==> src/rtl/rx_frame_pkg.sv <==
// Shared definitions for the receive frame controller: state encoding,
// error cause codes, default start-of-frame byte and buffer geometry.
package rx_frame_pkg;

   localparam int unsigned DATA_W  = 8;
   localparam int unsigned BUF_AW  = 4;
   localparam int unsigned BUF_DEP = 16;
   localparam int unsigned LEN_W   = 5;
   localparam int unsigned ERR_W   = 2;

   localparam logic [DATA_W-1:0] SOF_DEFAULT = 8'hA5;

   localparam logic [ERR_W-1:0] ERR_PARITY  = 2'b00;
   localparam logic [ERR_W-1:0] ERR_LENGTH  = 2'b01;
   localparam logic [ERR_W-1:0] ERR_CHKSUM  = 2'b10;
   localparam logic [ERR_W-1:0] ERR_TIMEOUT = 2'b11;

   typedef enum logic [2:0] {
      ST_IDLE,
      ST_LEN,
      ST_PAYLOAD,
      ST_CHKSUM,
      ST_HOLD
   } state_t;

   // One byte as delivered by the serial receiver.
   typedef struct packed {
      logic [DATA_W-1:0] data;
      logic              perr;
   } rx_byte_t;

   // States in which a frame is being assembled.
   function automatic logic is_busy(input state_t s);
      return (s == ST_LEN) || (s == ST_PAYLOAD) || (s == ST_CHKSUM);
   endfunction

endpackage

==> src/rtl/rx_frame_ctrl_frame_buffer.sv <==
// frame_buffer: 16x8 payload store, one synchronous write port and a
// registered read port. The read address is registered first and the data
// is registered from it, so an address sampled at one edge yields data
// after the following edge. Storage is not reset.
//   clk, rst        : clock, async active-high reset (read path only)
//   wr_en/addr/data : synchronous write port
//   rd_addr         : read address
//   rd_data         : registered read data
module frame_buffer
   import rx_frame_pkg::*;
(
   input  logic              clk,
   input  logic              rst,
   input  logic              wr_en,
   input  logic [BUF_AW-1:0] wr_addr,
   input  logic [DATA_W-1:0] wr_data,
   input  logic [BUF_AW-1:0] rd_addr,
   output logic [DATA_W-1:0] rd_data
);

   logic [DATA_W-1:0] mem [BUF_DEP];
   logic [BUF_AW-1:0] rd_addr_q;

   // Write port; contents survive reset and are never cleared.
   always_ff @(posedge clk) begin
      if (wr_en) begin
         mem[wr_addr] <= wr_data;
      end
   end

   // Two-stage read: address register then data register.
   always_ff @(posedge clk or posedge rst) begin
      if (rst) begin
         rd_addr_q <= '0;
         rd_data   <= '0;
      end else begin
         rd_addr_q <= rd_addr;
         rd_data   <= mem[rd_addr_q];
      end
   end

endmodule

==> src/rtl/rx_frame_ctrl.sv <==
// rx_frame_ctrl: turns the receiver byte stream into length-prefixed,
// checksummed frames (SOF, LEN, payload, CHK) held in a 16-byte buffer
// until acknowledged.
//   clk, rst   : clock, async active-high reset
//   rx_data/rx_valid/rx_perr : receiver byte, strobe and parity flag
//   frm_ack    : consumer releases the held frame
//   rd_addr    : payload read address; rd_data registered payload byte
//   frm_ready  : frame held (level); frm_len its payload length
//   err_pulse/err_code : one-cycle error strobe and cause
//   busy       : frame assembly in progress
//   drop_cnt   : bytes dropped while holding, saturating
module rx_frame_ctrl
   import rx_frame_pkg::*;
#(
   parameter int unsigned       MAX_LEN = 16,
   parameter int unsigned       TIMEOUT = 1023,
   parameter logic [DATA_W-1:0] SOF     = SOF_DEFAULT
)(
   input  logic              clk,
   input  logic              rst,
   input  logic [DATA_W-1:0] rx_data,
   input  logic              rx_valid,
   input  logic              rx_perr,
   input  logic              frm_ack,
   input  logic [BUF_AW-1:0] rd_addr,
   output logic [DATA_W-1:0] rd_data,
   output logic              frm_ready,
   output logic [LEN_W-1:0]  frm_len,
   output logic              err_pulse,
   output logic [ERR_W-1:0]  err_code,
   output logic              busy,
   output logic [DATA_W-1:0] drop_cnt
);

   localparam int unsigned TMO_W = $clog2(TIMEOUT + 1);

   rx_byte_t rx;
   assign rx = '{data: rx_data, perr: rx_perr};

   state_t              state_q,   state_nxt;
   logic [LEN_W-1:0]    len_q,     len_nxt;
   logic [DATA_W-1:0]   sum_q,     sum_nxt;
   logic [BUF_AW-1:0]   ptr_q,     ptr_nxt;
   logic [TMO_W-1:0]    tmo_q,     tmo_nxt;
   logic [DATA_W-1:0]   drop_nxt;
   logic                err_pulse_nxt;
   logic [ERR_W-1:0]    err_code_nxt;
   logic                wr_en_c;

   frame_buffer u_buf (
      .clk     (clk),
      .rst     (rst),
      .wr_en   (wr_en_c),
      .wr_addr (ptr_q),
      .wr_data (rx.data),
      .rd_addr (rd_addr),
      .rd_data (rd_data)
   );

   // Next-state, datapath and output decode.
   always_comb begin
      state_nxt     = state_q;
      len_nxt       = len_q;
      sum_nxt       = sum_q;
      ptr_nxt       = ptr_q;
      tmo_nxt       = tmo_q;
      drop_nxt      = drop_cnt;
      err_pulse_nxt = 1'b0;
      err_code_nxt  = err_code;
      wr_en_c       = 1'b0;

      case (state_q)
         ST_IDLE: begin
            if (rx_valid && !rx.perr && (rx.data == SOF)) begin
               state_nxt = ST_LEN;
               tmo_nxt   = '0;
            end
         end

         ST_LEN, ST_PAYLOAD, ST_CHKSUM: begin
            if (rx_valid) begin
               // A byte always beats a timeout landing in the same cycle.
               tmo_nxt = '0;
               if (rx.perr) begin
                  err_pulse_nxt = 1'b1;
                  err_code_nxt  = ERR_PARITY;
                  state_nxt     = ST_IDLE;
               end else if (state_q == ST_LEN) begin
                  if ((rx.data == '0) || (rx.data > DATA_W'(MAX_LEN))) begin
                     err_pulse_nxt = 1'b1;
                     err_code_nxt  = ERR_LENGTH;
                     state_nxt     = ST_IDLE;
                  end else begin
                     len_nxt   = LEN_W'(rx.data);
                     sum_nxt   = rx.data;
                     ptr_nxt   = '0;
                     state_nxt = ST_PAYLOAD;
                  end
               end else if (state_q == ST_PAYLOAD) begin
                  wr_en_c = 1'b1;
                  sum_nxt = sum_q + rx.data;
                  if (LEN_W'(ptr_q) == (len_q - LEN_W'(1))) begin
                     state_nxt = ST_CHKSUM;
                  end else begin
                     ptr_nxt = ptr_q + BUF_AW'(1);
                  end
               end else begin
                  if (rx.data == sum_q) begin
                     state_nxt = ST_HOLD;
                  end else begin
                     err_pulse_nxt = 1'b1;
                     err_code_nxt  = ERR_CHKSUM;
                     state_nxt     = ST_IDLE;
                  end
               end
            end else if (tmo_q == TMO_W'(TIMEOUT - 1)) begin
               err_pulse_nxt = 1'b1;
               err_code_nxt  = ERR_TIMEOUT;
               state_nxt     = ST_IDLE;
               tmo_nxt       = '0;
            end else begin
               tmo_nxt = tmo_q + TMO_W'(1);
            end
         end

         ST_HOLD: begin
            // A byte arriving with the ack is still counted, never parsed.
            if (rx_valid && (drop_cnt != '1)) begin
               drop_nxt = drop_cnt + DATA_W'(1);
            end
            if (frm_ack) begin
               state_nxt = ST_IDLE;
            end
         end

         default: begin
            state_nxt = ST_IDLE;
         end
      endcase
   end

   // State, datapath and registered outputs.
   always_ff @(posedge clk or posedge rst) begin
      if (rst) begin
         state_q   <= ST_IDLE;
         len_q     <= '0;
         sum_q     <= '0;
         ptr_q     <= '0;
         tmo_q     <= '0;
         drop_cnt  <= '0;
         err_pulse <= 1'b0;
         err_code  <= ERR_PARITY;
         frm_ready <= 1'b0;
         frm_len   <= '0;
         busy      <= 1'b0;
      end else begin
         state_q   <= state_nxt;
         len_q     <= len_nxt;
         sum_q     <= sum_nxt;
         ptr_q     <= ptr_nxt;
         tmo_q     <= tmo_nxt;
         drop_cnt  <= drop_nxt;
         err_pulse <= err_pulse_nxt;
         err_code  <= err_code_nxt;
         frm_ready <= (state_nxt == ST_HOLD);
         frm_len   <= (state_nxt == ST_HOLD) ? len_nxt : '0;
         busy      <= is_busy(state_nxt);
      end
   end

endmodule

==> config.mk <==
export PLATFORM = sky130hd
export DESIGN_NAME = rx_frame_ctrl
export DESIGN_NICKNAME = d
export VERILOG_FILES = /design/src/rtl/rx_frame_pkg.sv /design/src/rtl/rx_frame_ctrl_frame_buffer.sv /design/src/rtl/rx_frame_ctrl.sv
export SDC_FILE = /design/constraint.sdc
export NUM_CORES = 1
export LEC_CHECK = 0
export ABC_AREA = 1
export CAP_MARGIN = 20
export CORE_MARGIN = 1.5
export CORE_UTILIZATION = 55
export DETAILED_ROUTE_END_ITERATION = 16
export PLACE_DENSITY_LB_ADDON = 0.08
export REMOVE_ABC_BUFFERS = 1
export SYNTH_ARGS = -nofsm -noshare
export SYNTH_HDL_FRONTEND = slang
export SYNTH_SLANG_ARGS = --single-unit
==> constraint.sdc <==
create_clock -name clk -period 2.5 [get_ports clk]
set_input_delay 0.25 -clock clk [delete_from_list [all_inputs] [get_ports clk]]
set_output_delay 0.25 -clock clk [all_outputs]
set_load 0.03 [all_outputs]
After elaboration in Yosys (flattened, before gate mapping)

Memories as Yosys holds them, arrays and structs flattened. A register that Yosys moved wholly into a read port is not among the register bits.
Index checks and enable logic that the tools add are counted.

Bits in writable memories: 128
Word-level logic and storage cells: 107
Register bits: 52
Memories: 1
Output and inout port bits: 26

Equality and inequality tests: 19
Muxes and demuxes: 50
$add $sub $neg: 5
Magnitude comparators: 1
Reduce and logical (&&, ||, !) cells: 18
Bitwise operators: 1

Memory list:

| memory    | depth | bits a word | read ports | clocked after Yosys merged registers in | wr ports | RTL line                         | source |
|---|---|---|---|---|---|---|---|
| u_buf.mem | 16    | 8           | 1          | 1                                       | 1        | rx_frame_ctrl_frame_buffer.sv:21 | `logic [DATA_W-1:0] mem [BUF_DEP];` |

Operator list:

| kind                    | number |
|---|---|
| $mux W10                | 3 |
| $mux W5                 | 6 |
| $mux W3                 | 9 |
| $mux W8                 | 3 |
| $pmux W10 S2            | 1 |
| $mux W2                 | 8 |
| $mux W4                 | 4 |
| $mux W1                 | 15 |
| $eq A3 B2 Y1 const B    | 4 |
| $add A10 B1 Y10 const B | 1 |
| $eq A10 B10 Y1 const B  | 1 |
| $reduce_and A5 Y1       | 2 |
| $pmux W3 S3             | 1 |
| $add A8 B1 Y8 const B   | 1 |
| $add A8 B8 Y8           | 1 |
| $eq A8 B8 Y1            | 1 |
| $eq A8 B8 Y1 const B    | 1 |
| $gt A8 B5 Y1 const B    | 1 |
| $logic_not A8 Y1        | 1 |
| $ne A4 B4 Y1 const B    | 2 |
| $ne A8 B8 Y1 const B    | 1 |
| $eq A3 B1 Y1 const B    | 2 |
| $eq A3 B3 Y1 const B    | 2 |
| $ne A2 B2 Y1 const B    | 3 |
| 13 further kinds        | 20 |

Logic depth before layout (Yosys ltp)

Depth in word-level cells: 11
Mapped depth: 11
Gate-level depth less buffers: 11

Hierarchy

From an unflattened synthesis, not the netlist that was laid out.

Cells, all modules: 958
Area, all modules: 8,834.7 sq um

Modules (own cells, without submodules):

| module        | area each (sq um) | instances | sequential area each (sq um) | cells an instance |
|---|---|---|---|---|
| frame_buffer  | 5,910.7           | 1         | 4,144.0                      | 556 |
| rx_frame_ctrl | 2,924.1           | 1         | 1,201.2                      | 402 |

Least setup slack after synthesis

OpenSTA, ideal clock, no wires.

Path type: reg2reg
Start point: reg state_q[1]
End point: mem u_buf.mem[0][0] (enable)
Cell stages (with the launch flop): 5
Buffers on the path: 0
Arrival: 1.339 ns
Clock period less this slack: 1.710 ns
Path slack: 0.790 ns
Cells stage by stage: dfrtp_1 -> nand3_1 -> nor2_2 -> nand2_1 -> nor2_1

Cells in the longest elaborated chain, start to end: 8

RTL lines:

| item                            | RTL line                                 | source |
|---|---|---|
| start, declared                 | rx_frame_ctrl.sv:40                      | `state_t state_q, state_nxt;` |
| start signal, assigned          | rx_frame_ctrl.sv:157                     | `state_q <= state_nxt;` |
| $eq A3 B2 Y1                    | rx_frame_ctrl.sv:72, rx_frame_ctrl.sv:99 |  |
| $mux W1                         | rx_frame_ctrl.sv:99                      | `end else if (state_q == ST_PAYLOAD) begin` |
| $mux W1                         | rx_frame_ctrl.sv:88                      | `end else if (state_q == ST_LEN) begin` |
| $mux W1                         | rx_frame_ctrl.sv:84                      | `if (rx.perr) begin` |
| $mux W1                         | rx_frame_ctrl.sv:81                      | `if (rx_valid) begin` |
| $mux W1 *                       | rx_frame_ctrl.sv:72                      | `case (state_q)` |
| $mux W1 *                       | rx_frame_ctrl_frame_buffer.sv:26         | `if (wr_en) begin` |
| $mux W1 (not written as such) * | rx_frame_ctrl_frame_buffer.sv:27         | `mem[wr_addr] <= wr_data;` |
| end, declared                   | rx_frame_ctrl_frame_buffer.sv:21         |  |

Every way passes the cells marked *; elsewhere a longest branch is shown, timed or not.

Final worst setup path

Start point: reg state_q[2]
End point: reg ptr_q[2]

Cells in the longest elaborated chain, start to end: 3

RTL lines:

| item                                                  | RTL line                                 | source |
|---|---|---|
| $eq A3 B1 Y1 (tied with other cells)                  | rx_frame_ctrl.sv:72, rx_frame_ctrl.sv:88 |  |
| $ne A2 B2 Y1 (no source line) (tied with other cells) | -                                        |  |
| $reduce_and A6 Y1 (no source line)                    | -                                        |  |
| end signal, assigned                                  | rx_frame_ctrl.sv:160                     | `ptr_q <= ptr_nxt;` |
| end, declared                                         | rx_frame_ctrl.sv:43                      | `logic [BUF_AW-1:0] ptr_q, ptr_nxt;` |

Several ways; a longest one is shown, not always the timed one.
A chain may end at the register's enable or synchronous reset.

==> out/metrics.cfg <==
[logic_synthesis]
yosysUniqueCellTypes = 33
synth_ff_type = edfxtp_1
ys_ff_latch = 188
ys_seq_area_frac = 0.642
async_flop_share = 0.319
synth_area_sq_um = 8320
synth_edf_count = 128
yosysWarnings = 0
synth_area_per_cell_sq_um = 10.4
syn_inst = 797

[sta]
rsz0062_at_grt = no
fin_crit_ns = 1.95
finalHoldViolations = 0
finClkSkew_ns = 0.00887
post-route-period-util = 0.778
slew_violations = 0
fmax_mhz = 514
whs_ns = 0.227
slew_headroom = 0.604
tightest_slew_ns = 0.594
tns_ns = 0
final-setup-viol-count = 0

[power_and_ir_drop]
p_leak_nw = 3.84
power.density_nw_per_um2 = 669
p_total_mw = 6.50
ir_drop_mv = 0.438

[layout]
fin_area_sq_um = 9710
finalNetCount = 898
layout-drive-gt1-share = 0.0945
antenna_cells = 0
final_cell_mix = 140 x nor2_1, 139 x nand2_1, 128 x edfxtp_1, 91 x o21ai_0, 60 x dfrtp_1
fin_cells = 1062
area_growth_pct = 16.7
layout_commonest_cell = nor2_1

[placed_design]
place_inst = 1030
portBuffers = 42
post_dp_cell_area_sq_um = 9140
dp_hpwl_mm = 12.6
gp_congestion = 0.843

[drt]
route.vias.total = 5957
drt_wl_total_mm = 19.2
drt-initial-drc-count = 548
drtAntennaViolNets = 0
drc = 2
wl_per_cell_um = 18.1
routed_via_density = 5.61
firstDrtPassIters = 14

[setup_path]
max_stage_delay_ns = 0.42
cpMaxStageDelayCell = dfrtp_1
worstPathMaxFanout = 15
crit_arrival_ns = 2.26
crit_buf_inv = 3
critPathTopFamily = simple AND/OR/NAND/NOR gates
worst_setup_path_start_kind = flop
crit_chain = inv_2 > nand2_4 > nor2_8 > inv_2 > nand2_1 > inv_1 > nor2_1 > nand2_1 > nand2_1 > nand2_1
end_kind = flop
crit_type = reg2reg
path_common_cell = nand2_1
cp.required_ns = 2.81

[clock_tree]
clock-sinks = 188
root_buffer = clkbuf_16
insertion_delay_ns = 0.43
cts_tree = built
htreeDepth = 4
cts_buffer_depth = 2
cts_buffers = 17
cts_resized = 0
path_clk_slew_ns = 0.07
post_cts_buffers = 0
cts_hold_buffers = 0

[floorplanning]
coreArea_sq_um = 14600
dieHeight_um = 126
num_io_pins = 43
die_area_sq_um = 15900
start_util = 0.568
die_w_um = 126
row_count = 44

[global_route]
grt_max_degree = 65
grt-ovfl-total = 0
grt_pass1_vias = 6010
antenna_found_initial = 0
grt_pass1_wl_mm = 31.2
track_usage = 0.258

[outcome]
status = finished, violations left
violations = design-rule violations

[worst_hold_path]
hold_path_class = in2async

[flow_run]
drv_cap = 0

stage by stage:
stage                     utilization  setup WS, ns
after floorplan                     -         0.151
after global placement          0.624         0.248
final                           0.663         0.554
after detailed placement        0.624         0.146
after global routing            0.663         0.422
after CTS                       0.663         0.563
final timing paths:
| kind | start | to | slack [ns] | depth (start not counted) |
|---|---|---|---|---|
| setup reg to reg | state_q[2]$_DFF_PP0_ | ptr_q[2]$_DFFE_PP0P_ | 0.55 | 10 |
| max in group asynchronous | rst | sum_q[5]$_DFFE_PP0P_ | 1.94 | 3 |
| min in group clk | rd_addr[3] | u_buf.rd_addr_q[3]$_DFF_PP0_ | 0.26 | 1 |
| hold / removal | rst | err_code[1]$_DFFE_PP0P_ | 0.23 | 3 |
| hold reg to reg | err_code[0]$_DFFE_PP0P_ | err_code[0]$_DFFE_PP0P_ | 0.49 | 2 |
| setup / recovery | state_q[2]$_DFF_PP0_ | ptr_q[2]$_DFFE_PP0P_ | 0.55 | 10 |
flip-flops by register name, indices dropped and copies added (netlist names):
signal	cells
u_buf.rd_data	8
u_buf.mem	128
err_code	2
sum_q	8
busy	1
tmo_q	10
len_q	5
state_q	3
frm_len	5
frm_ready	1
drop_cnt	8
ptr_q	4
u_buf.rd_addr_q	4
err_pulse	1
where the power goes:
part           internal, mW  total [mW]  switching, mW
clock                  1.52        2.63           1.11
sequential             3.36        3.39         0.0242
combinational         0.169       0.482          0.313
logic make-up after synthesis:
family	synth area share
AND/OR/NAND/NOR	0.174
flip-flops	0.642
AO/OA/AOI/OAI	0.0980
buffers and inverters	0.0420
XOR/XNOR	0.0189
adder cells (fa/ha/maj)	0.0250
synthesized netlist by cell type (7+ instances only):
cell        n  area (sq um)
nand3_1    43           215
xor2_1     13           114
edfxtp_1  128          3840
nor2_1    140           526
o211ai_1   32           240
o21ai_0    91           455
nand2_1   139           522
ha_1       15           188
inv_1      53           199
nor3_1      7          35.0
clkbuf_1   15          56.3
buf_2       9          45.0
dfrtp_1    60          1500
tightest hold or removal path: cells and delay by family:
family                 cells  cell delay, ns
buffers and inverters      3            0.82
final cells by class:
type                            count  area, sq um
Fill cell                        1175         4930
Tap cell                          184          230
Clock inverter                     11          115
Multi-Input combinational cell    522         2630
Inverter                           58          218
Clock buffer                       21          460
Sequential cell                   188         5350
Timing Repair Buffer               78          716
routing by layer:
layer / share of wire / GRT usage / vias to the layer above
li1: - / - / 2847
met1: 0.45 / 0.354 / 2916
met2: 0.48 / 0.427 / 165
met3: 0.047 / 0.0374 / 29
met4: 0.021 / 0.0899 / 0
met5: 0 / 0 / -
(Power assumes the default switching activity.)
